==> config.mk <==
export PLATFORM = sky130hd
export DESIGN_NAME = wolfram_ca_engine
export DESIGN_NICKNAME = d
export VERILOG_FILES = /design/src/rtl/wolfram_ca_pkg.sv /design/src/rtl/wolfram_ca_next.sv /design/src/rtl/wolfram_ca_engine.sv
export SDC_FILE = /design/constraint.sdc
export NUM_CORES = 1
export LEC_CHECK = 0
export ABC_AREA = 1
export CORE_MARGIN = 1.5
export CORE_UTILIZATION = 35
export CTS_CLUSTER_DIAMETER = 50
export CTS_CLUSTER_SIZE = 14
export DETAILED_ROUTE_END_ITERATION = 12
export GPL_TIMING_DRIVEN = 0
export PLACE_DENSITY = 0.65
export SETUP_SLACK_MARGIN = 0.02
export SLEW_MARGIN = 20
export SYNTH_ARGS = -nofsm -noshare
export SYNTH_HDL_FRONTEND = slang
export SYNTH_SLANG_ARGS = --single-unit
==> constraint.sdc <==
create_clock -name clk -period 3.7 [get_ports clk]
set_clock_uncertainty 0.15 [all_clocks]
set_input_delay 0.74 -clock clk [delete_from_list [all_inputs] [get_ports clk]]
set_output_delay 0.74 -clock clk [all_outputs]
set_load 0.01 [all_outputs]
==> src/rtl/wolfram_ca_pkg.sv <==
// Shared types and helpers for the programmable elementary cellular automaton engine.
package wolfram_ca_pkg;

  localparam int unsigned RULE_W = 8;
  localparam int unsigned NBR_W  = 3;

  typedef enum logic {
    IDLE = 1'b0,
    RUN  = 1'b1
  } fsm_e;

  // Neighbourhood 3'b000 selects the rule MSB, 3'b111 the LSB.
  function automatic logic rule_lookup(input logic [RULE_W-1:0] rule,
                                       input logic [NBR_W-1:0]  idx);
    return rule[NBR_W'(RULE_W - 1) - idx];
  endfunction

endpackage

==> src/rtl/wolfram_ca_next.sv <==
// Combinational next-generation evaluator: applies one rule to every cell in parallel.
module wolfram_ca_next
  import wolfram_ca_pkg::*;
#(
  parameter int unsigned WIDTH = 16
) (
  input  logic [WIDTH-1:0]  state,
  input  logic [RULE_W-1:0] rule,
  input  logic              wrap,
  output logic [WIDTH-1:0]  nxt_c
);

  // Cells padded with their boundary neighbours: ext[i +: 3] is {L, C, R} of cell i.
  logic [WIDTH+1:0] ext;

  assign ext = {wrap & state[0], state, wrap & state[WIDTH-1]};

  always_comb begin
    nxt_c = '0;
    for (int unsigned i = 0; i < WIDTH; i++) begin
      nxt_c[i] = rule_lookup(rule, ext[i +: NBR_W]);
    end
  end

endmodule

==> src/rtl/wolfram_ca_engine.sv <==
// Runtime-programmable elementary CA engine with load/start/done handshake and fixed-point early stop.
module wolfram_ca_engine
  import wolfram_ca_pkg::*;
#(
  parameter int unsigned WIDTH  = 16,
  parameter int unsigned STEP_W = 8
) (
  input  logic              clk,
  input  logic              rst_n,
  input  logic              load_i,
  input  logic [WIDTH-1:0]  seed_i,
  input  logic              start_i,
  input  logic [RULE_W-1:0] rule_i,
  input  logic              wrap_i,
  input  logic [STEP_W-1:0] steps_i,
  input  logic              pause_i,
  output logic [WIDTH-1:0]  state_o,
  output logic [STEP_W-1:0] gen_o,
  output logic              busy_o,
  output logic              done_o,
  output logic              stable_o
);

  fsm_e              fsm_q,    fsm_d;
  logic [WIDTH-1:0]  state_q,  state_d;
  logic [STEP_W-1:0] gen_q,    gen_d;
  logic [STEP_W-1:0] rem_q,    rem_d;
  logic [RULE_W-1:0] rule_q,   rule_d;
  logic              wrap_q,   wrap_d;
  logic              busy_q,   busy_d;
  logic              done_q,   done_d;
  logic              stable_q, stable_d;
  logic [WIDTH-1:0]  nxt_c;

  // Evaluated from the latched rule/boundary so mid-run input changes are invisible.
  wolfram_ca_next #(
    .WIDTH(WIDTH)
  ) u_next (
    .state(state_q),
    .rule (rule_q),
    .wrap (wrap_q),
    .nxt_c(nxt_c)
  );

  always_ff @(posedge clk or negedge rst_n) begin
    if (!rst_n) begin
      fsm_q    <= IDLE;
      state_q  <= '0;
      gen_q    <= '0;
      rem_q    <= '0;
      rule_q   <= '0;
      wrap_q   <= 1'b0;
      busy_q   <= 1'b0;
      done_q   <= 1'b0;
      stable_q <= 1'b0;
    end else begin
      fsm_q    <= fsm_d;
      state_q  <= state_d;
      gen_q    <= gen_d;
      rem_q    <= rem_d;
      rule_q   <= rule_d;
      wrap_q   <= wrap_d;
      busy_q   <= busy_d;
      done_q   <= done_d;
      stable_q <= stable_d;
    end
  end

  always_comb begin
    fsm_d    = fsm_q;
    state_d  = state_q;
    gen_d    = gen_q;
    rem_d    = rem_q;
    rule_d   = rule_q;
    wrap_d   = wrap_q;
    busy_d   = busy_q;
    done_d   = 1'b0;
    stable_d = stable_q;

    unique case (fsm_q)
      IDLE: begin
        // A load in the same cycle as a start wins; the start is dropped.
        if (load_i) begin
          state_d = seed_i;
          gen_d   = '0;
        end else if (start_i) begin
          rule_d   = rule_i;
          wrap_d   = wrap_i;
          rem_d    = steps_i;
          stable_d = 1'b0;
          if (steps_i == '0) begin
            done_d = 1'b1;
          end else begin
            fsm_d  = RUN;
            busy_d = 1'b1;
          end
        end
      end

      RUN: begin
        if (!pause_i) begin
          if (nxt_c == state_q) begin
            stable_d = 1'b1;
            done_d   = 1'b1;
            busy_d   = 1'b0;
            fsm_d    = IDLE;
          end else begin
            state_d = nxt_c;
            gen_d   = gen_q + STEP_W'(1);
            rem_d   = rem_q - STEP_W'(1);
            if (rem_q == STEP_W'(1)) begin
              done_d = 1'b1;
              busy_d = 1'b0;
              fsm_d  = IDLE;
            end
          end
        end
      end

      default: begin
        fsm_d  = IDLE;
        busy_d = 1'b0;
      end
    endcase
  end

  assign state_o  = state_q;
  assign gen_o    = gen_q;
  assign busy_o   = busy_q;
  assign done_o   = done_q;
  assign stable_o = stable_q;

endmodule

==> metrics <==
status=complete, no violations; ys async rst share=100%; ant diodes=0; GP Congestion=0.949; final core utilization=45.1%; min Tclk post-route=2490 ps; synthesized area=3690 µm²; largest net degree at the start of global routing=29; wire per inst=13.8 µm; Leakage=2.19 nW; most instantiated cells after synthesis=nand2_1, nand3_1, dfrtp_1; Yosys top cell by area=dfrtp_1; Die Area=11200 µm²; EDFF count, synth=0; DR vias/cell=5.23; CTS root buf=clkbuf_8; Worst slew margin=58.4%; final setup fails=0; Startpoint Class=flop; first-pass GRT wire length=18.6 mm; CTS buffer count=5; Hold Crit Class=input pin to asynchronous set/reset pin; Remaining Overflow, GRT=0; I/O pin total=65; die extent in x=~110 µm; Row Count=37; Yosys Warn Count=0; most frequent cell after synthesis=nand2_1; worst slew pin tran=around 620 ps; CTS tree=built; Post-Syn Instances=590; Max clock buf depth=2; synth top area cells=dfrtp_1, nand2_1, nand3_1; antenna viol nets, final=0; number of max-cap violations=0; hold buffer count at cts=0; Yosys top cell area share=~31%; Initial DRC Count=approximately 260; Avg Synthesized Cell Area=6.25 µm²; RSZ-0062 raised after global routing=no; Worst-Skew Late Latency=310 ps; Final HPWL DP=8.30 mm; Setup WS pre-CTS=1070 ps; Post-CTS Setup Inserts=0; post-cts resize count=0; DRC violations left=0; Seq/Total Area, Yosys=30.5%; fill count=1089; top_reg_cell synth=dfrtp_1; peak fanout along the critical path=10; Routed WL=roughly 11 mm; Synth Register Bits=45; P per Cell Area=807 nW/µm²; clock slew at reported path FFs=roughly 100 ps; Max Fclk=0.402 GHz; gr usage total=20.6%; Clock Sinks=45; Nets=703; CP Data Arrival Time=about 2500 ps; share of layout cells above drive strength 1=11.2%; Unique masters post-synth=34; Syn Nets=631; Initial Util=35.9%; core box area=between 10000 and 15000 µm²; initial antenna violation count=0; max-slew violations=0; period utilisation layout=67.3%; critical path class=flop to flop; worst path required time=approximately 3700 ps; DIE HEIGHT=106 µm; Pre-Repair DR Iteration Count=6; TNS Setup=0 ps; endpoints failing hold=0; worst setup margin=roughly 1200 ps; port bufs=64; CP Capture Type=flop; H-Tree Depth=2; number of global-route vias before repair=3919; Peak supply drop=approximately 0.29 mV; Design Power=3.74 mW; Area growth syn-to-layout=25.6%; Vias=4182
cell families (layout without fill, tap and decap cells):
group | Yosys count | after routing | share of synthesized area [%]
AOI/OAI and AO/OA | 76 | 76 | 11.7
DFF | 45 | 45 | 30.5
buffers and inverters | 68 | 141 | 9.70
xor gates and xnor gates | 7 | 7 | 1.66
and+or+nand+nor | 389 | 389 | 44.8
adders and majority gates | 3 | 3 | 1.02
muxes | 2 | 2 | 0.577
stage by stage:
stage	instances	cell area, µm²	hold WS, ps
after detailed placement	791	4510	315
final	799	4630	217
after global routing	799	4630	256
after CTS	799	4630	233
after global placement	790	4500	313
after floorplan	590	3690	294
critical path, cell delays in order, from the launching register on:
cell,delay (ps)
dfrtp_1,430
inv_1,290
nand2_1,130
nand3_1,90
nand3_1,80
nand3_1,80
nand2_1,50
nor2_1,150
nand2_1,110
nor2_2,190
nand3_2,120
nand2_2,90
buf_6,150
buf_6,150
o21ai_0,90
worst paths after layout:
| check | start | to | slack (ps) | cells past startpoint |
|---|---|---|---|---|
| setup / recovery | rule_q[7]$_DFFE_PN0P_ | state_o[9]$_DFFE_PN0P_ | 1210 | 14 |
| hold / removal | rst_n | state_o[6]$_DFFE_PN0P_ | 220 | 1 |
| max in group asynchronous | rst_n | rule_q[0]$_DFFE_PN0P_ | 2670 | 2 |
| hold reg to reg | stable_o$_DFFE_PN0P_ | stable_o$_DFFE_PN0P_ | 340 | 2 |
| min in group clk | stable_o$_DFFE_PN0P_ | stable_o$_DFFE_PN0P_ | 340 | 2 |
| setup reg to reg | rule_q[7]$_DFFE_PN0P_ | state_o[9]$_DFFE_PN0P_ | 1210 | 14 |
registers in the layout, summed over array words and instances (netlist names):
| name | cells |
|---|---|
| rem_q | 8 |
| stable_o | 1 |
| busy_o | 1 |
| rule_q | 8 |
| wrap_q | 1 |
| state_o | 16 |
| gen_o | 8 |
| fsm_q | 1 |
| done_o | 1 |
layout make-up:
cell class / instances / area (µm²) / share of cell area (%)
multi-input combinational: 477 / 2200 / 47.6
timing repair buffer: 65 / 656 / 14.2
inverter: 36 / 135 / 2.92
sequential: 45 / 1130 / 24.3
clock buffer: 5 / 68.8 / 1.49
buffer: 32 / 223 / 4.81
clock inverter: 3 / 48.8 / 1.05
tap: 136 / 170 / 3.67
layer usage:
layer  track usage, %  up-vias  wire length (µm)
li1                 -     2071                 -
met1             26.3     1935              4920
met2             35.1      151              5220
met3             2.78       25               651
met4             7.82        0               261
met5                0        -                 0
report_power, final:
group          total (mW)  internal (mW)  switching (mW)
combinational        2.48           1.02            1.46
sequential          0.854          0.681           0.173
clock               0.405          0.206           0.198
total                3.74           1.91            1.83
cell usage in the layout (no fill, tap or decap), drive strengths merged, types with 2 or more instances in the layout:
cell type	instances
a21oi	14
buf	30
clkbuf	9
clkdlybuf4s50	63
dfrtp	45
ha	3
inv	36
nand2	230
nand3	111
nand3b	4
nor2	35
nor4	2
o21ai	58
or2	4
xor2	6
(Power assumes the default switching activity.)
==> RTL edit 1: new RTL, config.mk and constraints unchanged <==
The parameter `STEP_W` goes from 8 to 10.
--- a/src/rtl/wolfram_ca_engine.sv
+++ b/src/rtl/wolfram_ca_engine.sv
@@ -5,3 +5,3 @@
   parameter int unsigned WIDTH  = 16,
-  parameter int unsigned STEP_W = 8
+  parameter int unsigned STEP_W = 10
 ) (
Interface: changed (resized gen_o and steps_i); port bits go from 65 to 69. No check against the original RTL was run, so the function may have changed too.
==> RTL edit 1 against the original RTL <==
Critical path depth fell by 1; design area is 9.3% higher; global-route usage down 0.79 points; cell count grew 7.4%; wire length up 9.4%; area after synthesis increased by 9.7%; worst setup slack got worse by 0.0069 ns; total power down 3.5%; die area rose by 9.4%; sequential cell count is 4 higher; critical endpoint is now state_o[12].
==> RTL edit 1: results (changes against the original RTL) <==
| Metric | Value |
|---|---|
| Layout Cells excl Fill | 858 (+7.4%) |
| Vias post-DR | 4484 (+7.2%) |
| Initial drt markers | 277 (+6.9%) |
| DRT met1 WL | 5470 um (+11%) |
| Area after DPL | 0.00490 sq mm (+8.6%) |
| Top FF cell, synth | dfrtp_1 |
| Synth top cells by count | 253 x nand2_1, 119 x nand3_1, 49 x dfrtp_1 |
| Worst VDD drop | 0.000313 V (+9.4%) |
| Area contributors post-synth | dfrtp_1 30%, nand2_1 23%, nand3_1 15% |
| Initial antenna violation count | 0 (unchanged) |
| Nets | 757 (+7.7%) |
| Share of cells above drive strength 1 | 0.123 (+0.0115) |
| Global-route wire length before repair | 20300 um (+9.0%) |
| Pint | 0.00190 W (-0.30%) |
| GR Util All Layers | 0.198 (-0.00790) |
| Port-buffer cells | 68 (+6.3%) |
| Vias in the first global route | 4332 (+11%) |
| Status | finished, final reports clean |
| Dpl cells | 850 (+7.5%) |
| Sequential fraction of the synthesis area | 0.303 (-0.00227) |
| Post-Synthesis Cells | 639 (+8.3%) |
| Pre-CTS setup slack | 1.18 ns (+0.109 ns) |
| Avg WL per Cell | 14.1 um (+1.9%) |
| Fillers | 1191 (+9.4%) |
| DP HPWL | 8840 um (+6.5%) |
| CTS Root Cell | clkbuf_16 |
| Worst-path clk slew | 0.07 ns (-0.03 ns) |
| Largest net degree at the start of global routing | 50 (+72%) |
| Power per cell area | 713 mW/mm^2 (-12%) |
| Flop pwr share | 0.237 (+0.008) |
| Syn_nets | 682 (+8.1%) |
| Worst slew margin | 0.554 (-0.0298) |
| DR WL met3 | 679 um (+4.3%) |
| Routed wl met2 | 5780 um (+11%) |
| H-tree depth | 2 (unchanged) |
| Combinational share of power | 0.626 (-0.037) |
## RTL edit 1: changes by cell type after synthesis, moves of 4 or more
cell,delta
o21ai_1,-7
dfrtp_1,+4
inv_1,+6
nand3_1,+9
o21ai_2,+13
o21ai_0,+5
nand2_1,+25
a21oi_1,-4
## RTL edit 1: worst paths after layout
kind / slack (ns) / cells past startpoint / end / startpoint
hold / removal: 0.33 / 1 / rule_q[3] / rst_n
setup reg to reg: 1.20 / 13 / state_o[12] / rule_q[4]
min in group clk: 0.35 / 2 / stable_o / stable_o
setup / recovery: 1.20 / 13 / state_o[12] / rule_q[4]
max in group asynchronous: 2.63 / 1 / rem_q[2] / rst_n
hold reg to reg: 0.35 / 2 / stable_o / stable_o
## RTL edit 1: area by class of cell
cell class	count	area, sq um	area share
buffer	33	239	0.0472
clock buffer	5	125	0.0247
clock inverter	3	33.8	0.00667
inverter	43	161	0.0319
multi-input combinational	514	2420	0.478
sequential	49	1230	0.242
tap	143	179	0.0354
timing repair buffer	68	678	0.134
## RTL edit 1: cells by family after synthesis
family / share of synthesized area
AND/OR/NAND/NOR: 0.447
multiplexers: 0.00247
AO/OA/AOI/OAI: 0.126
XOR/XNOR: 0.0130
buffers and inverters: 0.0990
flip-flops: 0.303
adder cells (fa/ha/maj): 0.00928
## RTL edit 1: worst max-delay path, stage by stage (launching register included)
cell and delay, ns:
dfrtp_1 0.41, inv_1 0.29, nand2_1 0.13, nand3_1 0.11
nand3_1 0.12, nand3_1 0.10, nand2_1 0.06, nor2_1 0.14
nand2_1 0.09, nor2_2 0.20, nand3_4 0.14, nand2_4 0.14
buf_6 0.18, o21ai_0 0.10
## RTL edit 1: metal layers
layer,vias to the layer above,track usage
met1,2079,0.255
met5,-,0
met3,19,0.0291
met2,153,0.349
li1,2233,-
met4,0,0.0436
==> RTL edit 2: new RTL, same flow settings <==
Without the edit above. Register the output `state_o` once more, without a reset; this adds one clock of latency there. The other outputs are not delayed to match.
--- a/src/rtl/wolfram_ca_engine.sv
+++ b/src/rtl/wolfram_ca_engine.sv
@@ -126,3 +126,5 @@
 
-  assign state_o  = state_q;
+  always_ff @(posedge clk) begin
+    state_o <= state_q;
+  end
   assign gen_o    = gen_q;
Behaviour: not the same (Yosys sat finds a counterexample within 4 cycles, from zero or initial values and one cycle with rst_n low).
==> RTL edit 2 against the original RTL <==
Wire length grew 15%; maximum frequency shrank 2.4%; area after synthesis grew 11%; design area grew 13%; total power grew 41%; sequential share of layout area grew 3.2 points; sequential power grew 39%; worst setup slack lost 0.061 ns; count of clock-buffer cells in the layout grew 6; sequential cell count grew 16; via count grew 11%; largest cell class unchanged; highest routed layer unchanged.
==> RTL edit 2: results (changes against the original RTL) <==
| Metric | Value |
|---|---|
| GR Util All Layers | 0.204 (-0.00180) |
| Synth Warn # | 0 (unchanged) |
| H-tree depth | 3 (+1) |
| Synth top cells by count | 265 x nand2_1, 118 x nand3_1, 45 x dfrtp_1 |
| Hold Path Class | in -> async |
| Clock latency at the later pin of the worst-skew pair | 0.33 ns (+0.02 ns) |
| Vias per cell | 5.40 (+3.2%) |
| Area contributors post-synth | dfrtp_1 28%, nand2_1 24%, nand3_1 14% |
| Ys async rst share | 0.738 (-0.262) |
| Dpl cells | 844 (+6.7%) |
| Worst VDD drop | 0.000337 V (+18%) |
| Fillers | 1188 (+9.1%) |
| Port-buffer cells | 64 (unchanged) |
| Global-route wire length before repair | 20500 um (+10%) |
| Top flop regs | state_o (16), state_q (16) |
| PostCTS Resize Cnt | 0 (unchanged) |
| Synthesized area per cell | 6.43 sq um (+2.8%) |
| Syn_nets | 677 (+7.3%) |
| Sequential fraction of the synthesis area | 0.354 (+0.0484) |
| Avg WL per Cell | 14.8 um (+6.8%) |
| Initial drt markers | 377 (+46%) |
| TritonRoute pass-1 iters | 6 (unchanged) |
| Worst-case clock buffer depth | 2 (unchanged) |
| Vias in the first global route | 4435 (+13%) |
| Total CTS buffers | 9 (+4) |
| Placer Congestion | 0.958 (+1.0%) |
| Worst slew margin | 0.503 (-0.0815) |
| Worst-path clk slew | 0.06 ns (-0.04 ns) |
| Critical path peak fanout | 10 (unchanged) |
| Status | finished, final reports clean |
| Nets | 753 (+7.1%) |
| DP HPWL | 9050 um (+9.0%) |
| Setup bufs post-CTS | 0 (unchanged) |
| Layout Cells excl Fill | 860 (+7.6%) |
| CTS Root Cell | clkbuf_16 |
| Share of cells above drive strength 1 | 0.0865 (-0.0251) |
| Distinct cells, synth | 27 (-21%) |
| R2R Setup Slk | 1.26 ns (+0.05 ns) |
| Antenna Cells | 0 (unchanged) |
| P_leak | 2.52 nW (+15%) |
| Largest net degree at the start of global routing | 31 (+6.9%) |
| Initial antenna violation count | 0 (unchanged) |
==> RTL edit 2: cell types whose count changed in the layout (fill, tap and decap cells not counted), sizes merged, moves of 8 or more <==
cell    unedited run  this run
a21oi             14         0
nand3            111       121
o21ai             58        33
nor2              35        27
clkbuf             9        24
dfxtp              0        16
nand2            230       265
nand4              1        33
==> RTL edit 2: cell families (layout without fill, tap and decap cells) <==
family | after synthesis | count (layout) | synth area share
AO/OA/AOI/OAI | 39 | 39 | 0.0511
XOR/XNOR | 8 | 8 | 0.0171
adder cells (fa/ha/maj) | 3 | 3 | 0.00918
buffers and inverters | 72 | 153 | 0.0857
flip-flops | 61 | 61 | 0.354
AND/OR/NAND/NOR | 453 | 453 | 0.483
==> RTL edit 2: stage by stage <==
stage | setup slack, ns | hold slack (ns) | cell area, sq um | util
3_3_place_gp | 0.303 | 0.198 | 4910 | 0.430
6_report | 1.15 | 0.193 | 5250 | 0.460
5_1_grt | 0.992 | 0.217 | 5250 | 0.460
2_1_floorplan | 1.75 | 0.192 | 4090 | -
4_1_cts | 1.21 | 0.207 | 5250 | 0.460
3_5_place_dp | 0.877 | 0.198 | 4920 | 0.431
==> RTL edit 2: final timing paths <==
kind                       cells after the start     endpoint       start
max                                            8     rem_q[0]      load_i
max in group asynchronous                      2    rule_q[6]       rst_n
min in group clk                               0   state_o[4]  state_q[4]
max reg2reg                                   14  state_q[12]   rule_q[0]
min                                            1     rem_q[4]       rst_n
min reg2reg                                    0   state_o[4]  state_q[4]
==> RTL edit 2: cell type report <==
| type | instances | share of cell area |
|---|---|---|
| buffer | 36 | 0.0410 |
| clock buffer | 11 | 0.0462 |
| clock inverter | 5 | 0.0160 |
| inverter | 36 | 0.0257 |
| multi-input combinational | 503 | 0.436 |
| sequential | 61 | 0.276 |
| tap | 143 | 0.0341 |
| timing repair buffer | 65 | 0.125 |
==> RTL edit 2: routing by layer <==
metal,vias up,track usage,share of wire
met2,201,0.326,0.46
met5,-,0,0
met4,0,0.0895,0.024
met3,28,0.0421,0.071
li1,2260,-,-
met1,2157,0.267,0.45
==> RTL edit 2: power by group <==
group          switching, W  total [W]  internal (W)  leakage [nW]
Clock              0.000327   0.000937      0.000610         0.152
Combinational       0.00195    0.00315       0.00120          1.68
Sequential         0.000220    0.00119      0.000970         0.693
Total               0.00250    0.00527       0.00278          2.52
==> RTL edit 2: critical path, stage by stage <==
cell and delay (ns):
clkdlybuf4s50_1 0.43, nor2_1 0.09, inv_1 0.11, nor2_1 0.58
inv_1 0.13, clkbuf_1 0.29, nand3_1 0.17, nand2_1 0.06
